===== config.mk =====
export PLATFORM = sky130hd
export DESIGN_NAME = riscv_id_pipe
export DESIGN_NICKNAME = d
export VERILOG_FILES = /design/src/rtl/riscv_pkg.sv /design/src/rtl/riscv_regfile.sv /design/src/rtl/riscv_id_pipe.sv
export SDC_FILE = /design/constraint.sdc
export NUM_CORES = 2
export LEC_CHECK = 0
export BUFFER_PORTS_ARGS = -buffer_cell sky130_fd_sc_hd__buf_2
export CORE_ASPECT_RATIO = 1.5
export CORE_MARGIN = 3
export CORE_UTILIZATION = 40
export CTS_CLUSTER_SIZE = 30
export DETAILED_ROUTE_END_ITERATION = 6
export MAX_ROUTING_LAYER = met4
export PLACE_DENSITY = 0.66
export SYNTH_ARGS = -nofsm -noshare
export SYNTH_HDL_FRONTEND = slang
export SYNTH_HIERARCHICAL = 1
export SYNTH_SLANG_ARGS = --single-unit

===== constraint.sdc =====
create_clock -name clk -period 2.5 [get_ports clk]
set_input_delay 0.125 -clock clk [delete_from_list [all_inputs] [get_ports clk]]
set_output_delay 0.125 -clock clk [all_outputs]
set_load 0.05 [all_outputs]

===== src/rtl/riscv_pkg.sv =====
// Shared RISC-V decode constants: opcodes, mcause codes
// and the fixed ECALL/EBREAK encodings.
package riscv_pkg;

    localparam logic [6:0] OPC_LUI      = 7'b0110111;
    localparam logic [6:0] OPC_AUIPC    = 7'b0010111;
    localparam logic [6:0] OPC_JAL      = 7'b1101111;
    localparam logic [6:0] OPC_JALR     = 7'b1100111;
    localparam logic [6:0] OPC_BRANCH   = 7'b1100011;
    localparam logic [6:0] OPC_LOAD     = 7'b0000011;
    localparam logic [6:0] OPC_OP_IMM   = 7'b0010011;
    localparam logic [6:0] OPC_STORE    = 7'b0100011;
    localparam logic [6:0] OPC_OP       = 7'b0110011;
    localparam logic [6:0] OPC_MISC_MEM = 7'b0001111;
    localparam logic [6:0] OPC_SYSTEM   = 7'b1110011;

    localparam logic [31:0] INSN_ECALL  = 32'h0000_0073;
    localparam logic [31:0] INSN_EBREAK = 32'h0010_0073;

    typedef enum logic [3:0] {
        CAUSE_NONE    = 4'd0,
        CAUSE_ILLEGAL = 4'd2,
        CAUSE_BREAK   = 4'd3,
        CAUSE_ECALL_M = 4'd11
    } cause_e;

endpackage


===== src/rtl/riscv_regfile.sv =====
// 2R1W register file, x0 hardwired to zero, write-through bypass.
// Ports: clk/rst_n, write port we/wa/wd, read ports ra1/rd1, ra2/rd2.
module riscv_regfile #(
    parameter int XLEN  = 32,
    parameter int NREGS = 32,
    parameter int REGA  = 5
) (
    input  logic            clk,
    input  logic            rst_n,
    input  logic            we,
    input  logic [REGA-1:0] wa,
    input  logic [XLEN-1:0] wd,
    input  logic [REGA-1:0] ra1,
    input  logic [REGA-1:0] ra2,
    output logic [XLEN-1:0] rd1,
    output logic [XLEN-1:0] rd2
);

    localparam int IW = $clog2(NREGS);

    logic [XLEN-1:0] regs [NREGS];
    logic            wr_ok;

    // Indices beyond NREGS are dropped on write; reads of them alias
    // but the decoder flags such instructions illegal anyway.
    assign wr_ok = we && (wa != '0) && (int'(wa) < NREGS);

    always_ff @(posedge clk or negedge rst_n) begin
        if (!rst_n) begin
            for (int i = 0; i < NREGS; i++) regs[i] <= '0;
        end else if (wr_ok) begin
            regs[wa[IW-1:0]] <= wd;
        end
    end

    assign rd1 = (ra1 == '0)           ? '0 :
                 (we && (wa == ra1))   ? wd :
                 regs[ra1[IW-1:0]];
    assign rd2 = (ra2 == '0)           ? '0 :
                 (we && (wa == ra2))   ? wd :
                 regs[ra2[IW-1:0]];

endmodule


===== src/rtl/riscv_id_pipe.sv =====
// RISC-V decode stage: regfile read, immediate/operand select, exception cause.
// Ports: fetch in_valid/in_ready/instruction/pc, flush, execute out_* bundle, wb_* write-back.
module riscv_id_pipe
    import riscv_pkg::*;
#(
    parameter int XLEN  = 32,
    parameter int NREGS = 32,
    parameter int REGA  = 5
) (
    input  logic            clk,
    input  logic            rst_n,
    input  logic            in_valid,
    output logic            in_ready,
    input  logic [31:0]     instruction,
    input  logic [XLEN-1:0] pc,
    input  logic            flush,
    output logic            out_valid,
    input  logic            out_ready,
    output logic [REGA-1:0] rd,
    output logic [XLEN-1:0] a,
    output logic [XLEN-1:0] b,
    output logic [XLEN-1:0] imm,
    output logic [XLEN-1:0] sd,
    output logic [2:0]      funct3,
    output logic            funct7_5,
    output logic [6:0]      opcode,
    output logic            exception,
    output logic [3:0]      cause,
    input  logic            wb_en,
    input  logic [REGA-1:0] wb_rd,
    input  logic [XLEN-1:0] wb_data
);

    typedef struct packed {
        logic [REGA-1:0] rd;
        logic [XLEN-1:0] a;
        logic [XLEN-1:0] b;
        logic [XLEN-1:0] imm;
        logic [XLEN-1:0] sd;
        logic [2:0]      funct3;
        logic            funct7_5;
        logic [6:0]      opcode;
        logic            exception;
        logic [3:0]      cause;
    } id_ex_t;

    logic [6:0]      opc;
    logic [REGA-1:0] rs1, rs2, rdi;
    logic [XLEN-1:0] v1, v2;
    logic [XLEN-1:0] imm_i, imm_s, imm_b, imm_u, imm_j;
    logic            use_rd, use_rs1, use_rs2, bad_reg;
    cause_e          cause_d;
    id_ex_t          d, q;
    logic            vld;

    assign opc = instruction[6:0];
    assign rs1 = instruction[19:15];
    assign rs2 = instruction[24:20];
    assign rdi = instruction[11:7];

    riscv_regfile #(.XLEN(XLEN), .NREGS(NREGS), .REGA(REGA)) u_rf (
        .clk   (clk),
        .rst_n (rst_n),
        .we    (wb_en),
        .wa    (wb_rd),
        .wd    (wb_data),
        .ra1   (rs1),
        .ra2   (rs2),
        .rd1   (v1),
        .rd2   (v2)
    );

    // Sized casts of signed values sign-extend to XLEN.
    assign imm_i = XLEN'($signed(instruction[31:20]));
    assign imm_s = XLEN'($signed({instruction[31:25], instruction[11:7]}));
    assign imm_b = XLEN'($signed({instruction[31], instruction[7],
                                  instruction[30:25], instruction[11:8], 1'b0}));
    assign imm_u = XLEN'($signed({instruction[31:12], 12'b0}));
    assign imm_j = XLEN'($signed({instruction[31], instruction[19:12],
                                  instruction[20], instruction[30:21], 1'b0}));

    always_comb begin
        d          = '0;
        d.funct3   = instruction[14:12];
        d.funct7_5 = instruction[30];
        d.opcode   = opc;
        use_rd     = 1'b0;
        use_rs1    = 1'b0;
        use_rs2    = 1'b0;
        cause_d    = CAUSE_NONE;
        unique case (1'b1)
            opc == OPC_LUI: begin
                d.a = imm_u; use_rd = 1'b1;
            end
            opc == OPC_AUIPC: begin
                d.a = pc; d.b = imm_u; use_rd = 1'b1;
            end
            opc == OPC_JAL: begin
                d.a = pc; d.b = XLEN'(4); d.imm = imm_j; use_rd = 1'b1;
            end
            opc == OPC_JALR: begin
                d.a = pc; d.b = XLEN'(4); d.imm = imm_i;
                use_rd = 1'b1; use_rs1 = 1'b1;
            end
            opc == OPC_BRANCH: begin
                d.a = v1; d.b = v2; d.sd = v2; d.imm = imm_b;
                use_rs1 = 1'b1; use_rs2 = 1'b1;
            end
            opc == OPC_LOAD, opc == OPC_OP_IMM: begin
                d.a = v1; d.b = imm_i; use_rd = 1'b1; use_rs1 = 1'b1;
            end
            opc == OPC_STORE: begin
                d.a = v1; d.b = imm_s; d.sd = v2;
                use_rs1 = 1'b1; use_rs2 = 1'b1;
            end
            opc == OPC_OP: begin
                d.a = v1; d.b = v2;
                use_rd = 1'b1; use_rs1 = 1'b1; use_rs2 = 1'b1;
            end
            opc == OPC_MISC_MEM: begin
                d.a = '0;
            end
            opc == OPC_SYSTEM: begin
                if (instruction == INSN_ECALL)       cause_d = CAUSE_ECALL_M;
                else if (instruction == INSN_EBREAK) cause_d = CAUSE_BREAK;
                else                                 cause_d = CAUSE_ILLEGAL;
            end
            default: cause_d = CAUSE_ILLEGAL;
        endcase
        if (use_rd) d.rd = rdi;
        // Reduced register count: any referenced index past NREGS is illegal.
        bad_reg = (use_rd  && (int'(rdi) >= NREGS)) ||
                  (use_rs1 && (int'(rs1) >= NREGS)) ||
                  (use_rs2 && (int'(rs2) >= NREGS));
        if ((instruction[1:0] != 2'b11) || bad_reg) cause_d = CAUSE_ILLEGAL;
        if (cause_d != CAUSE_NONE) begin
            d.a         = '0;
            d.b         = '0;
            d.imm       = '0;
            d.sd        = '0;
            d.rd        = '0;
            d.exception = 1'b1;
        end
        d.cause = cause_d;
    end

    assign in_ready = !vld || out_ready;

    always_ff @(posedge clk or negedge rst_n) begin
        if (!rst_n) begin
            q   <= '0;
            vld <= 1'b0;
        end else if (flush) begin
            vld <= 1'b0;
        end else if (in_valid && in_ready) begin
            q   <= d;
            vld <= 1'b1;
        end else if (out_ready) begin
            vld <= 1'b0;
        end
    end

    assign out_valid = vld;
    assign rd        = q.rd;
    assign a         = q.a;
    assign b         = q.b;
    assign imm       = q.imm;
    assign sd        = q.sd;
    assign funct3    = q.funct3;
    assign funct7_5  = q.funct7_5;
    assign opcode    = q.opcode;
    assign exception = q.exception;
    assign cause     = q.cause;

endmodule


---- After elaboration in Yosys (flattened, before gate mapping) ----
Index checks and enable logic that the tools add are counted.
cells by class
  order comparisons ....................... 4
  eq/ne operators ......................... 16
  muxes and demuxes ....................... 28
  bitwise logic cells ..................... 4
  reduce and logical (&&, ||, !) cells .... 21
operator list
  cell                                                                           number
  1024-bit bitwise mux                                                           1
  32-bit binary-select mux with 5-bit select                                     2
  32-bit two-way mux                                                             10
  32-bit one-hot mux with 3 select lines                                         2
  32-bit demux with 5-bit select                                                 1
  32-bit one-hot mux with 5 select lines                                         1
  133-bit two-way mux                                                            1
  32-bit by 21-bit == test with 1-bit output (second input constant)             1
  32-bit by 7-bit == test with 1-bit output (second input constant)              1
  7-bit == test (second input constant)                                          4
  7-bit by 6-bit == test with 1-bit output (second input constant)               3
  6-bit greater-or-equal comparator (second input constant)                      3
  5-bit inverter with 6-bit output                                               3
  7-bit by 5-bit == test with 1-bit output (second input constant)               2
  5-bit == test                                                                  2
  5-bit zero test                                                                2
  10-bit OR reduction                                                            1
  4-bit two-way mux                                                              2
  4-bit one-hot mux with 2 select lines                                          1
  2-bit OR reduction                                                             4
  7-bit by 2-bit == test with 1-bit output (second input constant)               1
  7-bit by 4-bit == test with 1-bit output (second input constant)               1
  7-bit OR reduction                                                             1
  6-bit by 1-bit less-than comparator with 1-bit output (second input constant)  1
  13 further kinds                                                               22
word-level totals
  register bits after elaboration ......... 1,174
  bits of input ports ..................... 107
  output and inout bits ................... 151
  logic and storage cells ................. 116

---- Longest topological paths before layout ----
  depth in word-level cells ............... 8
  mapped depth ............................ 14
  depth with buffers taken out ............ 9

---- Hierarchy ----
Netlist, hierarchy kept.
modules (own cells, without submodules)
  module         instances  cells each  area each (sq um)  seq. area each (sq um)
  riscv_regfile  1          3,820       55,066.6           25,624.6
  riscv_id_pipe  1          695         6,909.1            3,453.3

---- Least setup slack after synthesis ----
Ideal clock, no wire load.
  kind .................................... input port to flip-flop
  from .................................... input instruction[20]
  to ...................................... register q, in the netlist b[5]
  setup time .............................. 0.121 ns
  arrival time ............................ 2.238 ns
  required time ........................... 2.379 ns
  setup slack ............................. 0.141 ns
  stages .................................. 10
  cells stage by stage .................... buf_2 -> buf_2 -> buf_2 -> mux4_2 -> a31oi_1 -> o21ai_0 -> a32o_1 -> a31oi_1 -> o22ai_1 -> a22o_1
between the ends
  cells in the longest elaborated chain, start to end .. 8
  elaborated cells on any way between the ends .. 18
  those cells by class .................... 3 x eq/ne; 11 x mux; 1 x bitwise; 3 x reduce/logical
ends and longest elaborated chain
  what                                                    RTL line              RTL
  start: declaration                                      riscv_id_pipe.sv:14   input logic [31:0] instruction,
  5-bit inverter with 6-bit output (implied by the code)  riscv_regfile.sv:41   regs[ra2[IW-1:0]];
  32-bit binary-select mux with 5-bit select              riscv_regfile.sv:41
  32-bit two-way mux (implied by the code) (2 in series)  riscv_regfile.sv:41
  32-bit two-way mux                                      riscv_regfile.sv:40   (we && (wa == ra2)) ? wd :
  32-bit two-way mux (*)                                  riscv_regfile.sv:39   assign rd2 = (ra2 == '0) ? '0 :
  net v2[5]                                               riscv_id_pipe.sv:49   logic [XLEN-1:0] v1, v2;
  32-bit one-hot mux with 5 select lines (*)              riscv_id_pipe.sv:91   unique case (1'b1)
  133-bit two-way mux (*)                                 riscv_id_pipe.sv:136  if (cause_d != CAUSE_NONE) begin
  end signal: assignment                                  riscv_id_pipe.sv:151  q <= '0;
  end signal: assignment                                  riscv_id_pipe.sv:156  q <= d;
  end: declaration                                        riscv_id_pipe.sv:53   id_ex_t d, q;
Mark *: on every way through the listed nets, which the timed path passes. The rest lies on a longest branch. The select of a mux whose other input is x is not followed.
A chain may end at the register's enable or synchronous reset.

---- Final worst setup path ----
  from .................................... register u_rf/regs[16] (netlist name)
  to ...................................... register q, in the netlist a[16]
between the ends
  cells in the longest elaborated chain, start to end .. 7
ends and longest elaborated chain
  what                                                    RTL line              RTL
  start: declaration                                      riscv_regfile.sv:21   logic [XLEN-1:0] regs [NREGS];
  start signal: indexed assignment                        riscv_regfile.sv:32   regs[wa[IW-1:0]] <= wd;
  32-bit binary-select mux with 5-bit select              riscv_regfile.sv:38   regs[ra1[IW-1:0]];
  32-bit two-way mux (implied by the code) (2 in series)  riscv_regfile.sv:38
  32-bit two-way mux                                      riscv_regfile.sv:37   (we && (wa == ra1)) ? wd :
  32-bit two-way mux                                      riscv_regfile.sv:36   assign rd1 = (ra1 == '0) ? '0 :
  net v1[16]                                              riscv_id_pipe.sv:49
  32-bit one-hot mux with 3 select lines                  riscv_id_pipe.sv:91
  133-bit two-way mux                                     riscv_id_pipe.sv:136
The timed path passes the listed nets, and every way through them passes these cells. The select of a mux whose other input is x is not followed.

==> run_results.csv <==
group,metric,value,unit
power,power_leakage,32.14,nW
synthesis,synth_edf_count,0,
synthesis,ys_ff_latch,1162,
cts,cts_tree,"yes",
setup_path,cp_max_fo,3,
timing,fin_skew,31.85,ps
global_route,grt_pass1_wl,332300,um
setup_path,cp-end-kind,"flop",
routing,wl,229600,um
power,seq_power_share,45.7,%
die,coreArea,0.1537,mm^2
setup_path,required,3090,ps
timing,hold_slack,43.27,ps
synthesis,synth.yosys.seq_area_share,46.92,%
routing,firstDrtPassIters,6,
timing,relSlewSlack,15.18,%
cts,cts-root-buf,"clkbuf_16",
setup_path,crit_chain,"mux4_2, mux2i_1, o22ai_1, a31oi_2, a21oi_1, buf_4, nand2b_1, a21oi_1, o21ai_0, a22oi_2",
timing,hold_viol,0,
power,pwr-share-comb,21.9,%
synthesis,syn-num-nets,4622,
cts,clk_latency,720,ps
synthesis,synth_most_common_cell,"dfrtp_1",
power,powerDensity,737.1,mW/mm^2
layout,fill_cells,13410,
routing,ant_nets,0,
power,switchingPower,15.37,mW
global_route,grt_pass1_vias,46780,
power,sw_frac_of_total,28.61,%
global_route,grt-ovfl-total,0,
synthesis,synthTopCellsByCount,"dfrtp_1, mux2_2, mux4_2, mux2i_1, clkbuf_1",
setup_path,worst-path-buf-inv,1,
global_route,grt_max_degree,90,
synthesis,async_flop_share,100.0,%
die,die_w,327.4,um
power,intPower,38.35,mW
layout,stdcell_count,7026,
synthesis,syn_avg_cell_area,13.73,um^2
placement,dp_hpwl,151400,um
placement,dp.cells,6742,
power,clockPowerShare,32.4,%
placement,portBuffers,256,
layout,drive_gt1_share,47.01,%
global_route,grt_util_all_layers,29.18,%
die,die_h,488.1,um
layout,finalNetCount,4980,
timing,period_needed,2417,ps
synthesis,synth_top_cell_by_area,"dfrtp_1",
die,num_io_pins,258,
min_path,min_path_type,"primary input to flop",
routing,vias,45460,
die,initial_core_util,40.32,%
cts,cts_num_sinks,1162,
timing,fin_crit_sh,96.68,%
power,ir_drop,0.5803,mV
die,rows,176,
setup_path,crit_type,"flop to flop",
placement,place_congestion,0.9411,
cts,htreeDepth,3,
timing,worstMarginPinSlew,1261,ps
layout,area.growth.synth_to_final,17.59,%
synthesis,synth_area_leaders,"dfrtp_1, mux2_2, mux4_2, mux2i_1, clkbuf_1",
routing,viasPerCell,6.470,
routing,drc,0,
synthesis,synth_flop_cell,"dfrtp_1",
cts,numCtsBuffers,102,
die,die_area,0.1598,mm^2
timing,finalSetupViolations,0,
routing,first_iter_violations,4876,
setup_path,slowest_stage,"mux4_2",
outcome,outcome,"completed",
synthesis,netlist_instances,4515,
power,power.total,53.72,mW
cts,clk_pin_slew,70,ps
routing,wl_per_cell,32.68,um
global_route,antenna_found_initial,25,
timing,max_freq,413.7,MHz
synthesis,synth_cell_types,76,
synthesis,synth_top_area_share,46.92,%
setup_path,cpMostUsedCell,"a21oi_1",
setup_path,start_kind,"flop",
timing,drv_slew,0,
cts,cts_buffer_depth,3,
setup_path,crit_family,"compound AO/OA/AOI/OAI gates",
synthesis,yosysWarnings,6,
setup_path,slowest_delay,470,ps
setup_path,critPathArrivalTime,3000,ps
synthesis,syn_area,0.06198,mm^2
run,maxCapViolCount,0,
-- flip-flops by register name, indices dropped and copies added, names as in the netlist, 5 cells and up --
name       cells
u_rf/regs   1024
a             32
b             32
sd            32
imm           21
opcode         7
rd             5
-- power by group through the flow --
stage	clock network, mW	logic, mW	registers [mW]
2_1_floorplan	0	7.69	24.3
3_3_place_gp	0	11.3	24.5
3_5_place_dp	0	11.5	24.8
4_1_cts	17.6	11.7	24.4
5_1_grt	18.3	12.4	24.9
6_report	17.4	11.8	24.6
-- final cells by class --
| class | count | area [um^2] | share of cell area [%] |
|---|---|---|---|
| antenna | 21 | 52.55 | 0.07211 |
| inverter | 18 | 67.56 | 0.09271 |
| clock inverter | 33 | 519.2 | 0.7125 |
| multi-input combinational | 2826 | 30630 | 42.03 |
| clock buffer | 156 | 3120 | 4.282 |
| timing repair buffer | 763 | 6847 | 9.395 |
| sequential | 1162 | 29080 | 39.90 |
| tap | 2047 | 2561 | 3.514 |
-- logic make-up after synthesis --
logic type             after synthesis  synth area share (%)
AO/OA/AOI/OAI                      687                 8.081
multiplexers                      1690                 37.22
XOR/XNOR                            11                0.1554
buffers and inverters              527                 4.058
AND/OR/NAND/NOR                    437                 3.561
flip-flops                        1162                 46.92
other                                1              0.006051
-- layout by cell type (no fill, tap or decap), drive strengths merged, types with 9 or more instances in the layout --
cell type	Yosys	final
a221oi	26	26
nor2	86	86
o221ai	33	33
inv	17	19
nand3	22	22
nand2	155	155
nand2b	30	30
dfrtp	1162	1162
mux2	1009	1009
clkinv	1	18
and3	17	17
a22o	55	55
a21oi	94	94
diode	0	21
nor2b	19	19
mux2i	293	293
clkbuf	260	156
buf	249	689
nor3b	9	9
a221o	22	22
a32o	32	32
nor3	32	32
a31oi	42	42
and2	20	20
o211ai	13	13
dlygate4sd3	0	74
o22ai	73	73
a211oi	35	35
mux4	388	388
xnor2	10	10
a22oi	146	146
nand3b	9	9
o21ai	89	89
nor4	9	9
bufinv	0	13
-- metrics by stage --
step | TNS [ps] | area, um^2 | util [%] | setup slack [ps]
detailed placement | -11280 | 68430 | 44.52 | -458.1
finish | 0 | 72880 | 47.41 | 82.91
CTS | 0 | 72820 | 47.37 | 49.88
floorplan | 0 | 61980 | - | 141.2
global placement | -11020 | 68430 | 44.52 | -457.5
global route | -41.64 | 72880 | 47.41 | -41.64
-- routing by layer --
metal / global-route usage [%] / share of wire, % / vias to the layer above
met5: - / 0 / -
met4: 16.77 / 6.6 / 0
met3: 6.527 / 9.8 / 725
met2: 44.96 / 47 / 2673
met1: 35.43 / 37 / 24010
li1: - / - / 18050
-- worst min-delay path, cell delays in order --
cell and delay, ps:
buf_2 70, nand2b_1 190, nand2_4 160, nand2_1 100, o21ai_0 70
-- path summary, 6_finish.rpt --
| check | cells past startpoint | end | start | slack, ps |
|---|---|---|---|---|
| setup / recovery | 10 | a[16]$_DFFE_PN0P_ | u_rf/regs[16]$_DFFE_PN0P_ | 80 |
| hold / removal | 5 | imm[10]$_DFFE_PN0P_ | out_ready | 40 |
| setup reg to reg | 10 | a[16]$_DFFE_PN0P_ | u_rf/regs[16]$_DFFE_PN0P_ | 80 |
| hold reg to reg | 0 | u_rf/regs[997]$_DFFE_PN0P_ | u_rf/regs[997]$_DFFE_PN0P_ | 390 |
| max in group asynchronous | 4 | sd[17]$_DFFE_PN0P_ | rst_n | 580 |
| min in group asynchronous | 3 | sd[16]$_DFFE_PN0P_ | rst_n | 510 |
-- timing repair --
action                     in CTS  in global routing
pin swaps                       0                  0
resized for setup               3                  7
hold buffers                   74                  0
hold endpoints to repair      830                  0
setup buffers                   0                  0
setup endpoints to repair       3                  7
(Power assumes the default switching activity.)
